$ cat src/rtl/seg_pkg_ysyx_23060136.sv
// Shared types and constants for the pipeline segment register.
package seg_pkg_ysyx_23060136;

    // Holding state of a segment register: nothing, one entry, two entries.
    typedef enum logic [1:0] {
        SEG_EMPTY = 2'd0,
        SEG_FULL  = 2'd1,
        SEG_SKID  = 2'd2
    } seg_state_e;

    localparam int SEG_OCC_W = 2;

    // Number of valid entries held in a given state.
    function automatic logic [SEG_OCC_W-1:0] seg_occ(input seg_state_e st);
        case (st)
            SEG_FULL: seg_occ = SEG_OCC_W'(1);
            SEG_SKID: seg_occ = SEG_OCC_W'(2);
            default:  seg_occ = SEG_OCC_W'(0);
        endcase
    endfunction

endpackage

$ cat src/rtl/seg_skid_reg_ysyx_23060136_sat_cnt.sv
// Saturating event counter; sticks at all-ones and clears only on reset.
module sat_cnt_ysyx_23060136
    import seg_pkg_ysyx_23060136::*;
#(
    parameter int W = 32
) (
    input  logic         clk,
    input  logic         rst,
    input  logic         inc,
    output logic [W-1:0] cnt
);

    // Count one per event cycle until every bit is set, then hold.
    always_ff @(posedge clk) begin
        if (!rst) begin
            cnt <= '0;
        end else if (inc && !(&cnt)) begin
            cnt <= cnt + W'(1);
        end
    end

endmodule

$ cat src/rtl/seg_skid_reg_ysyx_23060136.sv
// Valid/ready pipeline segment register with optional two-entry skid buffer,
// flush, and a saturating back-pressure counter.
module seg_skid_reg_ysyx_23060136
    import seg_pkg_ysyx_23060136::*;
#(
    parameter int                DATA_W  = 128,
    parameter logic [DATA_W-1:0] RST_VAL = '0,
    parameter bit                SKID    = 1'b1,
    parameter int                CNT_W   = 32
) (
    input  logic                 clk,
    input  logic                 rst,
    input  logic                 flush_i,
    input  logic                 in_valid,
    output logic                 in_ready,
    input  logic [DATA_W-1:0]    in_data,
    output logic                 out_valid,
    input  logic                 out_ready,
    output logic [DATA_W-1:0]    out_data,
    output logic [SEG_OCC_W-1:0] occupancy,
    output logic [CNT_W-1:0]     stall_cnt
);

    logic in_fire;
    logic out_fire;

    assign in_fire  = in_valid && in_ready;
    assign out_fire = out_valid && out_ready;

    generate
        if (SKID) begin : g_skid
            seg_state_e        state_q;
            seg_state_e        state_d;
            logic [DATA_W-1:0] main_p0;
            logic [DATA_W-1:0] skid_p1;
            logic [DATA_W-1:0] main_d;
            logic [DATA_W-1:0] skid_d;

            // Next state and register loads; flush overrides every transition.
            always_comb begin
                state_d = state_q;
                main_d  = main_p0;
                skid_d  = skid_p1;
                case (state_q)
                    SEG_EMPTY: begin
                        if (in_fire) begin
                            main_d  = in_data;
                            state_d = SEG_FULL;
                        end
                    end
                    SEG_FULL: begin
                        if (in_fire && out_fire) begin
                            main_d = in_data;
                        end else if (in_fire) begin
                            skid_d  = in_data;
                            state_d = SEG_SKID;
                        end else if (out_fire) begin
                            state_d = SEG_EMPTY;
                        end
                    end
                    SEG_SKID: begin
                        // in_ready is low here, so only the output can move.
                        if (out_fire) begin
                            main_d  = skid_p1;
                            state_d = SEG_FULL;
                        end
                    end
                    default: begin
                        state_d = SEG_EMPTY;
                    end
                endcase
                if (flush_i) begin
                    state_d = SEG_EMPTY;
                    main_d  = RST_VAL;
                    skid_d  = RST_VAL;
                end
            end

            // State and payload registers; reset loads the bubble encoding.
            always_ff @(posedge clk) begin
                if (!rst) begin
                    state_q <= SEG_EMPTY;
                    main_p0 <= RST_VAL;
                    skid_p1 <= RST_VAL;
                end else begin
                    state_q <= state_d;
                    main_p0 <= main_d;
                    skid_p1 <= skid_d;
                end
            end

            // in_ready comes straight from the state register to cut the path.
            assign in_ready  = (state_q != SEG_SKID);
            assign out_valid = (state_q != SEG_EMPTY);
            assign out_data  = main_p0;
            assign occupancy = seg_occ(state_q);
        end else begin : g_single
            logic              vld_p0;
            logic [DATA_W-1:0] main_p0;

            // Single entry: load on input fire, release on output fire.
            always_ff @(posedge clk) begin
                if (!rst) begin
                    vld_p0  <= 1'b0;
                    main_p0 <= RST_VAL;
                end else if (flush_i) begin
                    vld_p0  <= 1'b0;
                    main_p0 <= RST_VAL;
                end else if (in_fire) begin
                    vld_p0  <= 1'b1;
                    main_p0 <= in_data;
                end else if (out_fire) begin
                    vld_p0  <= 1'b0;
                end
            end

            // Accept when empty or when the held entry leaves this cycle.
            assign in_ready  = !vld_p0 || out_ready;
            assign out_valid = vld_p0;
            assign out_data  = main_p0;
            assign occupancy = {1'b0, vld_p0};
        end
    endgenerate

    sat_cnt_ysyx_23060136 #(
        .W (CNT_W)
    ) u_stall_cnt (
        .clk (clk),
        .rst (rst),
        .inc (out_valid && !out_ready),
        .cnt (stall_cnt)
    );

endmodule

$ cat config.mk
export PLATFORM = sky130hd
export DESIGN_NAME = seg_skid_reg_ysyx_23060136
export DESIGN_NICKNAME = d
export VERILOG_FILES = /design/src/rtl/seg_pkg_ysyx_23060136.sv /design/src/rtl/seg_skid_reg_ysyx_23060136_sat_cnt.sv /design/src/rtl/seg_skid_reg_ysyx_23060136.sv
export SDC_FILE = /design/constraint.sdc
export NUM_CORES = 1
export LEC_CHECK = 0
export BUFFER_PORTS_ARGS = -buffer_cell sky130_fd_sc_hd__buf_2
export CAP_MARGIN = 40
export CORE_ASPECT_RATIO = 0.8
export CORE_MARGIN = 5
export CORE_UTILIZATION = 54
export DETAILED_ROUTE_END_ITERATION = 8
export GPL_TIMING_DRIVEN = 0
export PLACE_DENSITY = 0.82
export SKIP_CTS_REPAIR_TIMING = 1
export SLEW_MARGIN = 20
export SYNTH_ARGS = -nofsm -noshare
export SYNTH_HDL_FRONTEND = slang
export SYNTH_HIERARCHICAL = 1
export SYNTH_SLANG_ARGS = --single-unit
export TNS_END_PERCENT = 30
$ cat constraint.sdc
create_clock -name clk -period 2.5 [get_ports clk]
set_clock_uncertainty 0.05 [all_clocks]
set_input_delay 0.125 -clock clk [delete_from_list [all_inputs] [get_ports clk]]
set_output_delay 0.125 -clock clk [all_outputs]
set_load 0.02 [all_outputs]
==> tab_implementation.tex, run 1 <==
\begin{tabular}{lr}
\hline
Metric & Value \\
\hline
\multicolumn{2}{l}{\textbf{Pwr}} \\
Static leakage power & 6.521 nW \\
Portion of total power attributed to the clock network & 42.3\% \\
Proportion of power drawn by flip-flops and latches & 46.5\% \\
Switching share of power & 24.87\% \\
Pwr per Cell Area & 629.7 nW/µm² \\
Combinational fraction of design power & 11.2\% \\
Highest ir drop seen on vdd & 0.5233 mV \\
Total net switching power & 2.567 mW \\
Internal cell power & a little under 8 mW \\
\multicolumn{2}{l}{\textbf{Worst setup path}} \\
Critical path data required time & $\sim$2900 ps \\
Startpoint class of the critical path & register \\
Endpoint type of the worst setup path & register \\
Worst R2R Path Depth & 8 \\
Critical-path maximum fanout & 10 \\
Worst setup path start & u\_stall\_cnt/cnt[19] \\
Setup slack of the worst register-to-register path & 100 ps \\
Source of the worst register-to-register timing path & u\_stall\_cnt/cnt[19] \\
Timing endpoint of the critical path & u\_stall\_cnt/cnt[1] \\
Endpoint of the most critical register-to-register path & u\_stall\_cnt/cnt[1] \\
Worst Path Class, Setup & register to register \\
Data arrival time of the worst path & approximately 2800 ps \\
\multicolumn{2}{l}{\textbf{Synthesis}} \\
Synth top area cells & dfxtp\_1, nand2\_1, a311oi\_1, a211oi\_1, a21oi\_1 \\
Part of the Yosys area used for sequential elements & 47.44\% \\
Main combinational cell family by area after synthesis & compound AO/OA/AOI/OAI gates \\
Post-synthesis average cell area & $\sim$8 µm² \\
Number of warnings issued by yosys & 6 \\
Predominant post-synthesis flop cell & dfxtp\_1 \\
Post-synth top area share & 47.44\% \\
Post-synthesis net count & between 1.5k and 2k \\
Fraction of the mapped netlist area in simple logic gates & roughly 20\% \\
Unique masters post-synth & 46 \\
Synthesized area & 12,240 µm² \\
Count of flip-flops with a built-in enable after synthesis & 0 \\
Library cell occupying the most area in the post-synthesis netlist & dfxtp\_1 \\
Synthesized instance count & 1,509 \\
Adder-cell share of the synthesized area & 0.1022\% \\
Proportion of register bits with asynchronous set or reset after synthesis & 0\% \\
Number of synthesized register bits & 290 \\
Multiplexer share of the synthesized area & 0.1636\% \\
Post-synthesis compound-gate area fraction & 25.42\% \\
Post-Synth XOR/XNOR Area & less than 1\% \\
\multicolumn{2}{l}{\textbf{Floorplan}} \\
Floorplan die area & approximately 26,000 µm² \\
Cell row count & 49 \\
Effective utilization at floorplan & 54.68\% \\
I/O pin count & between 200 and 300 \\
CORE AREA & 22,380 µm² \\
Die Width & 178.3 µm \\
Die outline height & 144.6 µm \\
\multicolumn{2}{l}{\textbf{Drt}} \\
ANT nets after route & 0 \\
Residual DRC & 0 \\
Total via count after detailed routing & between 10k and 15k \\
Wirelength, routed & 42,310 µm \\
DRT iter0 DRCs & 1,525 \\
First drt pass iteration count & 6 \\
Post-detailed-route via-to-cell ratio & 5.951 \\
Detail-routed net length per standard cell & between 15 and 20 µm \\
\multicolumn{2}{l}{\textbf{STA}} \\
Final count of hold timing violations & 0 \\
Slew Limit Fails & 0 \\
RSZ-0062 raised after global routing & true \\
Period minus WS final & 2395 ps \\
Setup-failing EPs final & 0 \\
Min setup slack post-route & 104.9 ps \\
Final Cycle Share & a little over nine tenths \\
Post-Route Hold Slack & 335.5 ps \\
Measured slew at the worst slew-check pin & 889.3 ps \\
Top achievable clock speed & 417.5 MHz \\
Worst slew slack as a fraction of its limit & 40.71\% \\
\multicolumn{2}{l}{\textbf{Layout}} \\
Share of cells above drive strength 1 & a little under a quarter \\
Most frequent standard cell in the layout excluding fill and tap cells & nand2\_1 \\
Filler Cell Count & $\sim$1.7k \\
Layout overhead on the synthesized area & 33.96\% \\
NumNets Final & 2,102 \\
Finished layout cell area & 16,390 µm² \\
Top library cells by usage in the layout, fill and taps aside & nand2\_1, buf\_2, dfxtp\_1 \\
\multicolumn{2}{l}{\textbf{Clock tree}} \\
Worst-skew pair later-pin latency & about 540 ps \\
Inserted Clock Buffers & 28 \\
Maximum root-to-sink buffer count & 3 \\
CTS tree & yes \\
Num Clock Sinks & just under 300 \\
H-Tree Level Count & 1 \\
Buffer type at the clock tree root & clkbuf\_16 \\
Clock transition time at the flip-flop clock pins of the worst setup and hold paths & $\sim$60 ps \\
\multicolumn{2}{l}{\textbf{GRT}} \\
Global-route wire length before repair & 60,960 µm \\
Total grt overflow & 0 \\
Global-route usage over all layers & 28.66\% \\
Maximum number of pins on one net before global-route repair & 15 \\
Initial antenna violation count & 1 \\
Number of global-route vias before repair & about 12k \\
\multicolumn{2}{l}{\textbf{Placement}} \\
Estimated wirelength of the detail-placed design & 27,330 µm \\
Cell area after placement & $\sim$14,000 µm² \\
IO Port Bufs & 296 \\
Worst setup slack before clock tree synthesis & -171.3 ps \\
Placer Congestion & 0.8817 \\
\multicolumn{2}{l}{\textbf{Flow run}} \\
Max-cap check violation count & 0 \\
\multicolumn{2}{l}{\textbf{Status}} \\
Outcome & finished clean \\
\multicolumn{2}{l}{\textbf{Worst hold path}} \\
Type of the worst min-delay path & primary input to register \\
\hline
\end{tabular}
## cells in the mapped netlist, drive strengths merged (4+ instances only)
library cell,number
nand2,528
a311oi,128
nand3,11
nor4,4
clkbuf,48
a21oi,151
o21ai,16
buf,101
nand4,8
nor3,4
a211oi,128
nand2b,7
or4,8
inv,8
dfxtp,290
o31ai,7
or3,16
nor2,11
o311ai,5
## state kept, by name, summed over array words and instances, names as in the netlist
register,flops
g_skid.state_q,2
u_stall_cnt/cnt,32
g_skid.skid_p1,128
out_data,128
## metrics by stage
stage / TNS [ps] / power [mW] / util [%] / instances
finish: 0 / 10.32 / 73.25 / 2295
global route: -52.32 / 10.61 / 73.25 / 2295
CTS: -814.4 / 10.14 / 67.18 / 2161
detailed placement: -521.3 / 5.843 / 63.01 / 2111
global placement: -189.7 / 5.826 / 63.01 / 2111
floorplan: 0 / 5.447 / - / 1509
## how the worst min path moves through the flow
| stage | slack [ps] | from | to | cells after the start |
|---|---|---|---|---|
| after global routing | 350 | in_data[34] | g_skid.skid_p1[34] | 4 |
| after detailed placement | 330 | in_data[55] | g_skid.skid_p1[55] | 3 |
| final | 340 | in_data[89] | g_skid.skid_p1[89] | 4 |
| after floorplan | 150 | out_ready | g_skid.state_q[1] | 1 |
| after CTS | -240 | in_data[55] | g_skid.skid_p1[55] | 3 |
| after global placement | 330 | in_data[79] | g_skid.skid_p1[79] | 3 |
## layout make-up
type	instances	area, µm²	share of cell area [%]
Antenna cell	1	2.502	0.01527
Sequential cell	290	5808	35.43
Multi-Input combinational cell	1062	5727	34.94
Inverter	8	30.03	0.1832
Timing Repair Buffer	429	2813	17.16
Clock inverter	10	125.1	0.7633
Tap cell	306	382.9	2.336
Clock buffer	40	807.0	4.923
Buffer	149	696.9	4.252
## layer usage
layer / share of wire [%] / GRT usage (%)
met1: 40 / 39.60
met3: 9.5 / 5.384
met2: 46 / 45.71
met4: 4.0 / 9.366
met5: 0 / 0
## power by group through the flow
stage	Sequential, mW	Clock (mW)	Combinational [mW]
3_5_place_dp	4.89	0	0.949
5_1_grt	4.80	4.57	1.24
2_1_floorplan	5.00	0	0.442
6_report	4.80	4.37	1.16
4_1_cts	4.79	4.39	0.955
3_3_place_gp	4.89	0	0.935
## critical path, stage by stage (launching register included)
cell and delay, ps:
dfxtp_1 430, nand4_1 260, or3_1 440, clkbuf_1 230, o31ai_4 320, buf_6 180, buf_8 140, mux2i_1 180
nor2_1 60
## logic make-up after synthesis
kind of cell               Yosys count
and+or+nand+nor                    612
adders and majority gates            1
DFF                                290
AOI/OAI and AO/OA                  442
buffers and inverters              157
xor gates and xnor gates             5
muxes                                2
No activity file was read; power rests on OpenSTA's default activity.
==> run 2, diff against run 1 <==
--- a/config.mk
+++ b/config.mk
@@ -5,14 +5,16 @@
 export SDC_FILE = /design/constraint.sdc
 export NUM_CORES = 1
 export LEC_CHECK = 0
+export ABC_AREA = 1
 export BUFFER_PORTS_ARGS = -buffer_cell sky130_fd_sc_hd__buf_2
 export CAP_MARGIN = 40
 export CORE_ASPECT_RATIO = 0.8
 export CORE_MARGIN = 5
-export CORE_UTILIZATION = 54
+export CORE_UTILIZATION = 55
 export DETAILED_ROUTE_END_ITERATION = 8
 export GPL_TIMING_DRIVEN = 0
-export PLACE_DENSITY = 0.82
+export PLACE_DENSITY = 0.83
+export RECOVER_POWER = 100
 export SKIP_CTS_REPAIR_TIMING = 1
 export SLEW_MARGIN = 20
 export SYNTH_ARGS = -nofsm -noshare
==> run 2 against run 1 <==
Non-clock buffer count is 29 lower. Highest routed layer unchanged. Synthesized area is 8.4% higher. Count of clock-buffer cells in the layout is 5 higher. Critical endpoint is now out_data[22]. Critical path depth stayed put. Largest power group is now the clock network. Sequential cell count stayed put.
==> tab_implementation.tex, run 2 <==
\begin{tabular}{lr}
\hline
Metric & Value \\
\hline
\multicolumn{2}{l}{\textbf{Synthesis}} \\
Synth top area cells & dfxtp\_1, nand2\_1, nor2\_1, o21ai\_0, inv\_1 \\
Synthesized instance count & 2,128 \\
Post-synthesis average cell area & between 6 and 7 µm² \\
Post-synthesis net count & 2,262 \\
Fraction of the mapped netlist area in simple logic gates & 40.72\% \\
Post-Synth XOR/XNOR Area & 0.1321\% \\
Multiplexer share of the synthesized area & 0\% \\
Synth top cells by count & nand2\_1, nor2\_1, dfxtp\_1 \\
Unique masters post-synth & 29 \\
Number of warnings issued by yosys & 6 \\
Synthesized area & 13,270 µm² \\
Library cell occupying the most area in the post-synthesis netlist & dfxtp\_1 \\
Count of flip-flops with a built-in enable after synthesis & 0 \\
Proportion of register bits with asynchronous set or reset after synthesis & 0\% \\
Post-synth top area share & a little over two fifths \\
Predominant post-synthesis flop cell & dfxtp\_1 \\
Post-synthesis compound-gate area fraction & 6.027\% \\
Number of synthesized register bits & 290 \\
Part of the Yosys area used for sequential elements & about 44\% \\
Main combinational cell family by area after synthesis & simple AND/OR/NAND/NOR gates \\
Most common cell in the netlist & nand2\_1 \\
Adder-cell share of the synthesized area & less than 1\% \\
\multicolumn{2}{l}{\textbf{Clock tree}} \\
Maximum root-to-sink buffer count & 3 \\
Num Clock Sinks & 290 \\
CTS tree & yes \\
Clock transition time at the flip-flop clock pins of the worst setup and hold paths & 60 ps \\
H-Tree Level Count & 1 \\
Inserted Clock Buffers & 30 \\
Worst-skew pair later-pin latency & approximately 550 ps \\
Buffer type at the clock tree root & clkbuf\_16 \\
\multicolumn{2}{l}{\textbf{Worst setup path}} \\
Slowest-stage cell, CP & nor2\_1 \\
Critical-path maximum fanout & 10 \\
Source of the worst register-to-register timing path & u\_stall\_cnt/cnt[0] \\
Startpoint class of the critical path & primary input \\
Crit path largest cell delay & 670 ps \\
Endpoint of the most critical register-to-register path & u\_stall\_cnt/cnt[26] \\
Number of buffers and inverters on the critical path & 5 \\
Cell Chain, Critical Path & dlygate4sd3\_1 > buf\_2 > inv\_1 > nor2\_1 > clkbuf\_1 > buf\_2 > nand2\_1 > nor2\_1 \\
Worst setup path start & rst \\
Setup slack of the worst register-to-register path & 240 ps \\
Crit path max-delay family & buffers and inverters \\
Worst R2R Path Depth & 9 \\
Critical path data required time & 2920 ps \\
Worst Path Class, Setup & primary input to register \\
Data arrival time of the worst path & between 2000 and 3000 ps \\
Endpoint type of the worst setup path & register \\
\multicolumn{2}{l}{\textbf{Pwr}} \\
Total net switching power & 2.760 mW \\
Internal cell power & approximately 8.3 mW \\
Portion of total power attributed to the clock network & roughly 45\% \\
Static leakage power & 7.859 nW \\
Switching share of power & about a quarter \\
Total power & approximately 11 mW \\
Highest ir drop seen on vdd & 0.5122 mV \\
Combinational fraction of design power & 11.9\% \\
Pwr per Cell Area & 637.8 nW/µm² \\
Proportion of power drawn by flip-flops and latches & 43.6\% \\
\multicolumn{2}{l}{\textbf{Floorplan}} \\
Effective utilization at floorplan & 56.24\% \\
Cell row count & 50 \\
Die Width & 183.6 µm \\
CORE AREA & around 24,000 µm² \\
I/O pin count & 297 \\
Floorplan die area & roughly 27,000 µm² \\
Die outline height & 148.9 µm \\
\multicolumn{2}{l}{\textbf{Worst hold path}} \\
Destination of the worst hold path & g\_skid.skid\_p1[17] \\
Cells on Worst Hold Path & 5 \\
Startpoint of the tightest hold check path & flush\_i \\
Type of the worst min-delay path & primary input to register \\
\multicolumn{2}{l}{\textbf{STA}} \\
Worst slew slack as a fraction of its limit & 40.53\% \\
Final Cycle Share & 95.05\% \\
Period minus WS final & 2376 ps \\
Measured slew at the worst slew-check pin & 888.8 ps \\
Min setup slack post-route & 123.6 ps \\
Post-Route Hold Slack & 297.3 ps \\
Slew Limit Fails & 0 \\
RSZ-0062 raised after global routing & false \\
Final count of hold timing violations & 0 \\
Top achievable clock speed & approximately 420 MHz \\
Sum Neg Setup Slack & 0 ps \\
Setup-failing EPs final & 0 \\
\multicolumn{2}{l}{\textbf{Layout}} \\
Most frequent standard cell in the layout excluding fill and tap cells & nand2\_1 \\
NumNets Final & 2,722 \\
Post-layout utilization of the core & approximately three quarters \\
Finished layout cell area & 17,310 µm² \\
Top library cells by usage in the layout, fill and taps aside & nand2\_1, nor2\_1, dfxtp\_1 \\
Share of cells above drive strength 1 & 10.92\% \\
Layout overhead on the synthesized area & 30.48\% \\
Count of non-filler cells in the finished layout & approximately 3k \\
\multicolumn{2}{l}{\textbf{Status}} \\
Outcome & finished clean \\
\multicolumn{2}{l}{\textbf{GRT}} \\
Global-route usage over all layers & 27.30\% \\
Number of global-route vias before repair & 12.68k \\
Initial antenna violation count & 2 \\
Maximum number of pins on one net before global-route repair & 15 \\
Total grt overflow & 0 \\
Global-route wire length before repair & 62,400 µm \\
\multicolumn{2}{l}{\textbf{Drt}} \\
Post-detailed-route via-to-cell ratio & 5.068 \\
DRT iter0 DRCs & 1,188 \\
ANT nets after route & 0 \\
First drt pass iteration count & 5 \\
Total via count after detailed routing & about 15k \\
Wirelength, routed & 43,040 µm \\
Residual DRC & 0 \\
Detail-routed net length per standard cell & 14.71 µm \\
\multicolumn{2}{l}{\textbf{Placement}} \\
IO Port Bufs & 296 \\
Worst setup slack before clock tree synthesis & 246.4 ps \\
Estimated wirelength of the detail-placed design & 27,930 µm \\
Placer Congestion & roughly 0.9 \\
Number of cells in the design after placement & around 2.7k \\
Cell area after placement & 15,140 µm² \\
\multicolumn{2}{l}{\textbf{Flow run}} \\
Max-cap check violation count & 0 \\
\hline
\end{tabular}
==> run 2: power by group through the flow <==
stage / clock network, mW / registers [mW] / logic [mW]
after floorplan: 0 / 5.02 / 0.593
after global placement: 0 / 4.90 / 1.10
after detailed placement: 0 / 4.91 / 1.12
after CTS: 4.95 / 4.80 / 1.14
after global routing: 5.15 / 4.82 / 1.46
final: 4.91 / 4.81 / 1.31
==> run 2: layout make-up <==
class | instances | area (µm²)
Timing Repair Buffer | 428 | 2597
Antenna cell | 3 | 7.507
Clock buffer | 45 | 918.4
Tap cell | 312 | 390.4
Clock inverter | 10 | 180.2
Buffer | 121 | 590.6
Fill cell | 1942 | 6276
Inverter | 162 | 608.1
Sequential cell | 290 | 5806
Multi-Input combinational cell | 1555 | 6211
==> run 2: logic make-up after synthesis <==
logic type,after synthesis
compound gates,159
flops,290
xor+xnor,2
buf+inv,283
fa+ha+maj,1
simple gates,1393
==> run 2: worst reg2reg max path: cells and delay by family, from the launching register on <==
| kind | cells | cell delay, ps |
|---|---|---|
| buffers and inverters | 1 | 250 |
| AOI/OAI and AO/OA | 1 | 200 |
| DFF | 1 | 460 |
| and+or+nand+nor | 6 | 950 |
| adders and majority gates | 1 | 240 |
==> run 2: worst max path at each step <==
stage | slack, ps | depth (start not counted) | endpoint
after floorplan | 720 | 9 | u_stall_cnt/cnt[21]
final | 120 | 8 | out_data[22]
after global routing | 60 | 8 | out_data[105]
after global placement | 220 | 7 | out_data[117]
after CTS | 430 | 8 | u_stall_cnt/cnt[24]
after detailed placement | 250 | 7 | out_data[52]
==> run 2: layer usage <==
| layer | part of all wire (%) | routed length (µm) | GRT usage (%) |
|---|---|---|---|
| met4 | 4.4 | 1877 | 8.265 |
| met1 | 41 | 17480 | 36.35 |
| met5 | 0 | 0 | 0 |
| met3 | 8.6 | 3687 | 5.729 |
| met2 | 46 | 19990 | 44.82 |
